## src/rtl/cic_pkg.sv

```systemverilog
// Constants and helpers shared by the CIC decimator and its compensation FIR.
// Coefficients are Q1.14, symmetric, and sum to exactly 2^14 so DC gain is unity.
package cic_pkg;

  localparam int SYS_CLK_FREQ   = 6_400_000;
  localparam int SAMPLE_RATE    = 800;

  localparam int CIC_COMP_NTAP  = 15;
  localparam int CIC_COMP_FRAC  = 14;
  localparam int CIC_COMP_NCOEF = 16;

  typedef logic signed [CIC_COMP_NCOEF-1:0] coef_t;

  // Alternating-sign side lobes lift the upper passband to undo the CIC droop.
  localparam coef_t CIC_COMP_COEF [CIC_COMP_NTAP] = '{
    -16'sd64,   16'sd96,  -16'sd192,  16'sd256, -16'sd512,  16'sd1024, -16'sd2048,
     16'sd19264,
    -16'sd2048, 16'sd1024, -16'sd512,  16'sd256, -16'sd192,  16'sd96,   -16'sd64
  };

  typedef enum logic [1:0] {
    ST_IDLE,
    ST_MAC,
    ST_OUT
  } fir_state_e;

  // Round half up, drop frac bits, then clamp to a signed nout-bit range.
  function automatic logic signed [63:0] sat_round(input logic signed [63:0] acc,
                                                   input int frac,
                                                   input int nout);
    logic signed [63:0] r;
    logic signed [63:0] hi;
    logic signed [63:0] lo;
    r  = (acc + (64'sd1 <<< (frac - 1))) >>> frac;
    hi = (64'sd1 <<< (nout - 1)) - 64'sd1;
    lo = -(64'sd1 <<< (nout - 1));
    if (r > hi)      r = hi;
    else if (r < lo) r = lo;
    return r;
  endfunction

endpackage

```

## src/rtl/cic_comp_mac.sv

```systemverilog
// Signed multiply-accumulate: one full-width product added into the accumulator per enabled clock.
module cic_comp_mac #(
  parameter int NA   = 16,
  parameter int NB   = 16,
  parameter int NACC = 40
) (
  input  logic                   clk,
  input  logic                   rstn,
  input  logic                   clr,
  input  logic                   en,
  input  logic signed [NA-1:0]   a,
  input  logic signed [NB-1:0]   b,
  output logic signed [NACC-1:0] acc
);

  logic signed [NA+NB-1:0] prod;

  assign prod = a * b;

  // NOTE: state registers use non-blocking assignment so every flop samples pre-edge values.
  always_ff @(posedge clk) begin
    if (!rstn)    acc <= '0;
    else if (clr) acc <= '0;
    else if (en)  acc <= acc + NACC'(prod);
  end

endmodule

```

## src/rtl/cic_comp_fir.sv

```systemverilog
// Serial CIC compensation FIR: one tap per clock through a shared MAC, newest sample first,
// rounded and saturated output with a one-cycle valid strobe.
module cic_comp_fir
  import cic_pkg::*;
#(
  parameter int NIN   = 16,
  parameter int NOUT  = 16,
  parameter int NCOEF = CIC_COMP_NCOEF,
  parameter int NTAP  = CIC_COMP_NTAP,
  parameter int NACC  = 40,
  parameter int FRAC  = CIC_COMP_FRAC
) (
  input  logic                   clk,
  input  logic                   rstn,
  input  logic                   en,
  input  logic signed [NIN-1:0]  din,
  output logic                   valid,
  output logic signed [NOUT-1:0] dout,
  output logic                   busy,
  output logic                   overrun
);

  localparam int PW = $clog2(NTAP);

  fir_state_e              state, state_nxt;
  logic signed [NIN-1:0]   buf_q [NTAP];
  logic [PW-1:0]           wptr, tap, rd_ptr;
  logic                    accept, last_tap, mac_clr, mac_en;
  logic signed [NIN-1:0]   x_rd;
  logic signed [NCOEF-1:0] h_rd;
  logic signed [NACC-1:0]  acc;

  assign accept   = en && (state == ST_IDLE);
  assign last_tap = (tap == PW'(NTAP - 1));
  assign busy     = (state == ST_MAC);

  // Circular read index (wptr - tap) mod NTAP; the PW-bit wrap keeps the second arm exact.
  assign rd_ptr = (wptr >= tap) ? wptr - tap : wptr + PW'(NTAP) - tap;
  assign x_rd   = buf_q[rd_ptr];
  assign h_rd   = NCOEF'(CIC_COMP_COEF[tap]);

  // NOTE: every always_comb output gets a default first so no path infers a latch.
  always_comb begin
    state_nxt = state;
    mac_clr   = 1'b0;
    mac_en    = 1'b0;
    unique case (state)
      ST_IDLE: if (en) begin
        state_nxt = ST_MAC;
        mac_clr   = 1'b1;
      end
      ST_MAC: begin
        mac_en = 1'b1;
        if (last_tap) state_nxt = ST_OUT;
      end
      ST_OUT:  state_nxt = ST_IDLE;
      default: state_nxt = ST_IDLE;
    endcase
  end

  always_ff @(posedge clk) begin
    if (!rstn) begin
      state   <= ST_IDLE;
      wptr    <= '0;
      tap     <= '0;
      valid   <= 1'b0;
      dout    <= '0;
      overrun <= 1'b0;
    end else begin
      state <= state_nxt;
      valid <= (state == ST_OUT);
      if (state == ST_OUT) dout <= NOUT'(sat_round(64'(acc), FRAC, NOUT));
      if (en && state != ST_IDLE) overrun <= 1'b1;
      if (state == ST_MAC) tap <= tap + PW'(1);
      else                 tap <= '0;
      if (state == ST_MAC && last_tap)
        wptr <= (wptr == PW'(NTAP - 1)) ? '0 : wptr + PW'(1);
    end
  end

  // NOTE: the sample buffer must read as zeros after reset, so it is a resettable register bank, not RAM.
  always_ff @(posedge clk) begin
    if (!rstn) begin
      for (int i = 0; i < NTAP; i++) buf_q[i] <= '0;
    end else if (accept) begin
      buf_q[wptr] <= din;
    end
  end

  cic_comp_mac #(
    .NA  (NIN),
    .NB  (NCOEF),
    .NACC(NACC)
  ) u_mac (
    .clk (clk),
    .rstn(rstn),
    .clr (mac_clr),
    .en  (mac_en),
    .a   (x_rd),
    .b   (h_rd),
    .acc (acc)
  );

endmodule

```

## config.mk

```make
export PLATFORM = sky130hd
export DESIGN_NAME = cic_comp_fir
export DESIGN_NICKNAME = d
export VERILOG_FILES = /design/src/rtl/cic_pkg.sv /design/src/rtl/cic_comp_mac.sv /design/src/rtl/cic_comp_fir.sv
export SDC_FILE = /design/constraint.sdc
export NUM_CORES = 1
export LEC_CHECK = 0
export ABC_AREA = 0
export CORE_UTILIZATION = 50
export CTS_BUF_LIST = sky130_fd_sc_hd__clkbuf_8
export DETAILED_ROUTE_END_ITERATION = 10
export GPL_ROUTABILITY_DRIVEN = 0
export PLACE_DENSITY = 0.7
export SYNTH_ARGS = -nofsm -noshare
export SYNTH_HDL_FRONTEND = slang
export SYNTH_SLANG_ARGS = --single-unit
```

## constraint.sdc

```tcl
create_clock -name clk -period 14.45 [get_ports clk]
set_clock_uncertainty 0.15 [all_clocks]
set_input_delay 1.445 -clock clk [delete_from_list [all_inputs] [get_ports clk]]
set_output_delay 1.445 -clock clk [all_outputs]
set_load 0.1 [all_outputs]
```

======== After elaboration in Yosys (flattened, before gate mapping) ========
Memory sizes are Yosys's and may differ from the RTL's.
Cells that the tools add are included.
storage, ports and cells
  output and inout bits ................... 19
  memories ................................ 2
  memory bits (read-only) ................. 256
  word-level logic and storage cells ...... 57
  input bits .............................. 19
  flip-flop bits (word level) ............. 68
  memory bits (writable) .................. 240
memories
  name              depth  width  rd ports  clocked after memory_dff  wr ports  RTL line            RTL
  (name not given)  16     16     1         0                         0         cic_comp_fir.sv:40  assign h_rd = NCOEF'(CIC_COMP_COEF[tap]);
  buf_q             15     16     1         0                         15        cic_comp_fir.sv:26  logic signed [NIN-1:0] buf_q [NTAP];
operators by class
  bitwise operators ....................... 2
  add/subtract/negate cells ............... 7
  order comparisons ....................... 4
  $mul .................................... 1
  mux-type cells .......................... 19
  reduce and logical (&&, ||, !) cells .... 9
  equality and inequality tests ........... 6
operators by type and width
  cell                    count
  $mux 16                 5
  $add 40x15->41 const B  1
  $add 40x32->40          1
  $mul 16x16->32          1
  $gt 27x16->1 const B    1
  $lt 27x16->1 const B    1
  $reduce_or 16->1        1
  $mux 4                  3
  $add 4x1->4 const B     2
  $eq 4x4->1 const B      2
  $mux 1                  8
  $sub 4x4->4             2
  $ge 5x5->1 const B      1
  $not 4->5               1
  $add 4x4->4 const B     1
  $ge 4x4->1              1
  $mux 2                  2
  $pmux 2 s2              1
  $reduce_and 2->1        2
  $logic_and 1x1->1       3
  $eq 2x1->1 const B      1
  $eq 2x2->1 const B      1
  $logic_not 2->1         1
  $ne 2x1->1 const B      1
  4 further kinds         4

======== Depth between registers and ports, before layout ========
  depth after elaboration ................. 7
  mapped depth ............................ 37
  gate-level depth less buffers ........... 34

======== Hierarchy ========
From an unflattened synthesis, not the netlist that was laid out.
unflattened totals
  cells, all modules ...................... 2650
  area, all modules ....................... 27386.3 um^2
by module, submodules not included
  module        area each (um^2)  times used  seq. area each (um^2)  cells an instance
  cic_comp_mac  13718.2           1           800.8                  1478
  cic_comp_fir  13668.1           1           8247.9                 1172

======== Worst setup path after synthesis ========
No wires, ideal clock.
  path type ............................... register to register
  start ................................... register tap[2]
  end ..................................... register u_mac.acc[34]
  stages on the path, launching flop included .. 33
  setup time .............................. 0.140 ns
  data arrival time ....................... 8.751 ns
  buffers on the path ..................... 3
  clock period less this slack ............ 9.041 ns
  path slack .............................. 5.409 ns
  data required time ...................... 14.160 ns
  cell sequence ........................... dfxtp_1 clkbuf_1 clkinv_1 ha_1 buf_2 o21ai_1 o211ai_1 a21boi_4 o311ai_4 buf_4 mux4_2 o21ai_2 nor2_2 and2_1 fa_1 inv_1 fa_1 inv_1 fa_1 fa_1 fa_1 inv_1 fa_1 inv_1 ha_1 a21oi_1 o211ai_1 a22o_1 a2111oi_0 o21bai_1 a31oi_1 or4_1 o311ai_0
between the ends
  word-level cells in the longest chain between the ends .. 6
  elaborated cells on any way between the ends .. 11
  those cells by class .................... 3 x add/sub; 1 x mul; 1 x order compare; 3 x mux; 1 x bitwise; 2 x memory
ends and longest elaborated chain
  item                                                   RTL line            RTL
  start: declaration                                     cic_comp_fir.sv:27  logic [PW-1:0] wptr, tap, rd_ptr;
  start signal: assignment                               cic_comp_fir.sv:74  if (state == ST_MAC) tap <= tap + PW'(1);
  branches (longest 4 deep; another with $mem_v2 15x16)  --
  $mul 16x16->32 (*)                                     cic_comp_mac.sv:18  assign prod = a * b;
  $add 40x32->40 (*)                                     cic_comp_mac.sv:24  else if (en) acc <= acc + NACC'(prod);
  end signal: assignment                                 cic_comp_mac.sv:24
  end: declaration                                       cic_comp_mac.sv:13  output logic signed [NACC-1:0] acc
Mark *: on every way between the ends. The select of a mux whose other input is x is not followed.
A chain may end at the register's enable or synchronous reset.

======== Worst setup path after layout ========
  start ................................... register wptr[0]
  end ..................................... register u_mac.acc[38]
between the ends
  word-level cells in the longest chain between the ends .. 6
  elaborated cells on any way between the ends .. 8
  those cells by class .................... 4 x add/sub; 1 x mul; 1 x order compare; 1 x mux; 1 x memory
ends and longest elaborated chain
  item                      RTL line            RTL
  start: declaration        cic_comp_fir.sv:27
  start signal: assignment  cic_comp_fir.sv:77  wptr <= (wptr == PW'(NTAP - 1)) ? '0 : wptr + PW'(1);
  $add 4x4->4               cic_comp_fir.sv:38  assign rd_ptr = (wptr >= tap) ? wptr - tap : wptr + PW'(NTAP) - tap;
  $sub 4x4->4               cic_comp_fir.sv:38
  $mux 4 (*)                cic_comp_fir.sv:38
  $mem_v2 15x16 (*)         --
  $mul 16x16->32 (*)        cic_comp_mac.sv:18
  $add 40x32->40 (*)        cic_comp_mac.sv:24
Mark *: on every way between the ends. The rest lies on a longest branch, timed or not.

==> reports/qor.txt <==
Horiz. Die Dim = 222 um
Syn Std Cell Area = 24200 sq um
area leader, netlist = edfxtp_1
Worst R2R Path Depth = 32
Post-Place Cells = 2859
vias = 16600
Post-synth EDFFs = 256
minimum clock period = 11.41 ns
RSZ-0062 raised after global routing = false
area post-placement = 25200 sq um
Worst setup EP type = register
post-synthesis sequential area ratio = 0.370
crit start category = register
total track usage = 0.246
DRT met1 WL = 24700 um
kind of critical path = register to register
Max Used Layer = met4
post-route insts no fill = 2954
postcts setup bufs = 0
slew margin rel. = 0.222
DRT iter0 DRCs = 1250
syn avg cell area = 10.7 sq um
CTS Hold Bufs = 0
area delta synth->final = 8.09%
DIE AREA = 49300 sq um
max frequency = 87.6 MHz
Max clock buf depth = 3
Core Util, Final = 0.548
number of global-route vias before repair = 17200
Synth top area share = 0.318
synth warn = 0
clock root buffer = clkbuf_8
Crit-path slowest cell = a2111oi_0
run status = complete, no violations
flops & latches, synth = 319
die height = 222 um
Starting Density = 0.507
antenna violations before repair = 0
clk slew on worst S/H paths = 0.06 ns
number of core rows = 80
CP max FO = 43
Setup TNS = 0 ns
Final Instance Area = 26200 sq um
Core ar. = 47700 sq um
DRC viols = 0
clk sinks = 319
WL final = 59000 um
DR vias/cell = 5.61
Final Slew Violations = 0
clk_lat worst skew = 0.66 ns
fill count = 4099
port buffer count = 37
Congestion Overflow GR = 0
hold path cells = 2
Post-Syn Nets = 2626
critical path's most frequent cell = fa_1
# setup viols final = 0
met3 WL = 3050 um
CTS Buf Count = 54
ys flop type = edfxtp_1
number of max-cap violations = 0
synth top area cells = edfxtp_1 (32%), fa_1 (17%), ha_1 (7.0%)
share of layout cells above drive strength 1 = 0.0949
met2 WL = 29400 um
DR pass1 iterations = 6
Arr. time, crit path = 11.80 ns
CTS tree = yes
first-pass GRT wire length = 94000 um
Unique masters post-synth = 82
Diodes inserted = 0
largest stage delay on the critical path = 0.91 ns
Slew @ Worst Pin = 1.17 ns
drt wl/cell = 20.0 um
I/O pins = 38
Async S/R FF share, synth = 0
Hold Crit Class = register to register
dpl hpwl = 43200 um
DRT antenna net count = 0
htree depth = 2
Final Hold Fails = 0
nets@finish = 2659
Tcrit/Tclk final = 0.790
Synth Instances = 2267
pin count of the biggest net entering global routing = 44
Resized cells post-CTS = 0
Data required, critical path = 14.84 ns
## stage by stage
stage	hold WS [ns]	worst slack, ns
final	0.303	3.04
after global routing	0.327	2.27
after CTS	0.306	3.09
after detailed placement	0.298	3.14
after global placement	0.292	3.51
after floorplan	0.286	5.41
## Yosys cell counts, drive strengths merged (5+ instances only)
| cell type | instances |
|---|---|
| inv | 342 |
| and2 | 260 |
| edfxtp | 256 |
| fa | 205 |
| nand2 | 167 |
| ha | 135 |
| nor2 | 88 |
| nor3 | 79 |
| o21ai | 78 |
| clkbuf | 74 |
| a21oi | 71 |
| mux2i | 64 |
| dfxtp | 63 |
| xnor2 | 34 |
| nand3 | 33 |
| buf | 28 |
| a22oi | 26 |
| mux4 | 26 |
| o22ai | 25 |
| nor2b | 24 |
| o211ai | 21 |
| xor2 | 20 |
| a211oi | 17 |
| nand2b | 13 |
| a31oi | 12 |
| and3 | 10 |
| o21bai | 9 |
| nand4 | 8 |
| o21a | 8 |
| or3 | 8 |
| a21o | 6 |
| nor4 | 6 |
| a211o | 5 |
| a21boi | 5 |
## logic make-up (layout without fill, tap and decap cells)
group | count (synthesis) | count (layout) | synth area share
buf+inv | 446 | 518 | 0.0733
fa+ha+maj | 340 | 340 | 0.239
flops | 319 | 319 | 0.370
xor+xnor | 54 | 54 | 0.0195
simple gates | 708 | 708 | 0.158
compound gates | 308 | 308 | 0.0877
mux | 92 | 92 | 0.0522
## per-layer routing
layer | GRT usage | vias up
met2 | 0.428 | 516
met4 | 0.0840 | 0
met3 | 0.0338 | 130
met1 | 0.313 | 8250
li1 | - | 7685
met5 | 0 | -
## critical path, delay by kind of cell, from the launching register on
family | cells | cell delay [ns]
compound gates | 14 | 3.89
fa+ha+maj | 9 | 4.15
buf+inv | 6 | 1.68
flops | 1 | 0.38
mux | 1 | 0.60
simple gates | 2 | 0.35
## final timing paths
kind	endpoint	slack, ns	start
worst min register to register	dout[0]	0.30	dout[0]
worst max register to register	u_mac.acc[38]	3.04	wptr[0]
worst min-delay path	dout[0]	0.30	dout[0]
worst max-delay path	u_mac.acc[38]	3.04	wptr[0]
## area by class of cell
| cell class | instances | area, sq um | share of cell area |
|---|---|---|---|
| clock buffers | 55 | 757 | 0.0289 |
| clock inverters | 40 | 220 | 0.00842 |
| inverters | 344 | 1290 | 0.0493 |
| multi-input cells | 1502 | 13500 | 0.516 |
| flip-flops and latches | 319 | 8950 | 0.342 |
| well taps | 615 | 769 | 0.0294 |
| repair buffers | 79 | 686 | 0.0262 |
## cell usage in the layout (no fill, tap or decap), types with 5 or more instances in the layout
master,count
a211o_1,5
a211oi_1,16
a21o_1,6
a21oi_1,66
a22oi_1,22
a31oi_1,12
and2_1,258
and3_1,10
buf_4,42
clkbuf_8,55
clkdlybuf4s50_1,37
clkinv_1,9
clkinv_2,12
dfxtp_1,63
edfxtp_1,256
fa_1,205
ha_1,135
inv_1,355
mux2i_1,63
mux4_2,22
nand2_1,167
nand2b_1,13
nand3_1,33
nand4_1,8
nor2_1,75
nor2_2,11
nor2b_1,24
nor3_1,55
nor3_2,24
nor4_1,6
o211ai_1,21
o21a_1,8
o21ai_0,36
o21ai_1,17
o21ai_2,24
o21bai_1,9
o22ai_1,25
or3_1,8
xnor2_1,34
xor2_1,20
## state kept, by name, indices dropped and copies added (netlist names)
register / flops
wptr: 4
overrun: 1
u_mac.acc: 35
valid: 1
state: 2
tap: 4
buf_q: 256
dout: 16
Power is left out: the tool's default activity adds up to more than one toggle a clock period on the data nets, which glitch-free logic cannot reach.
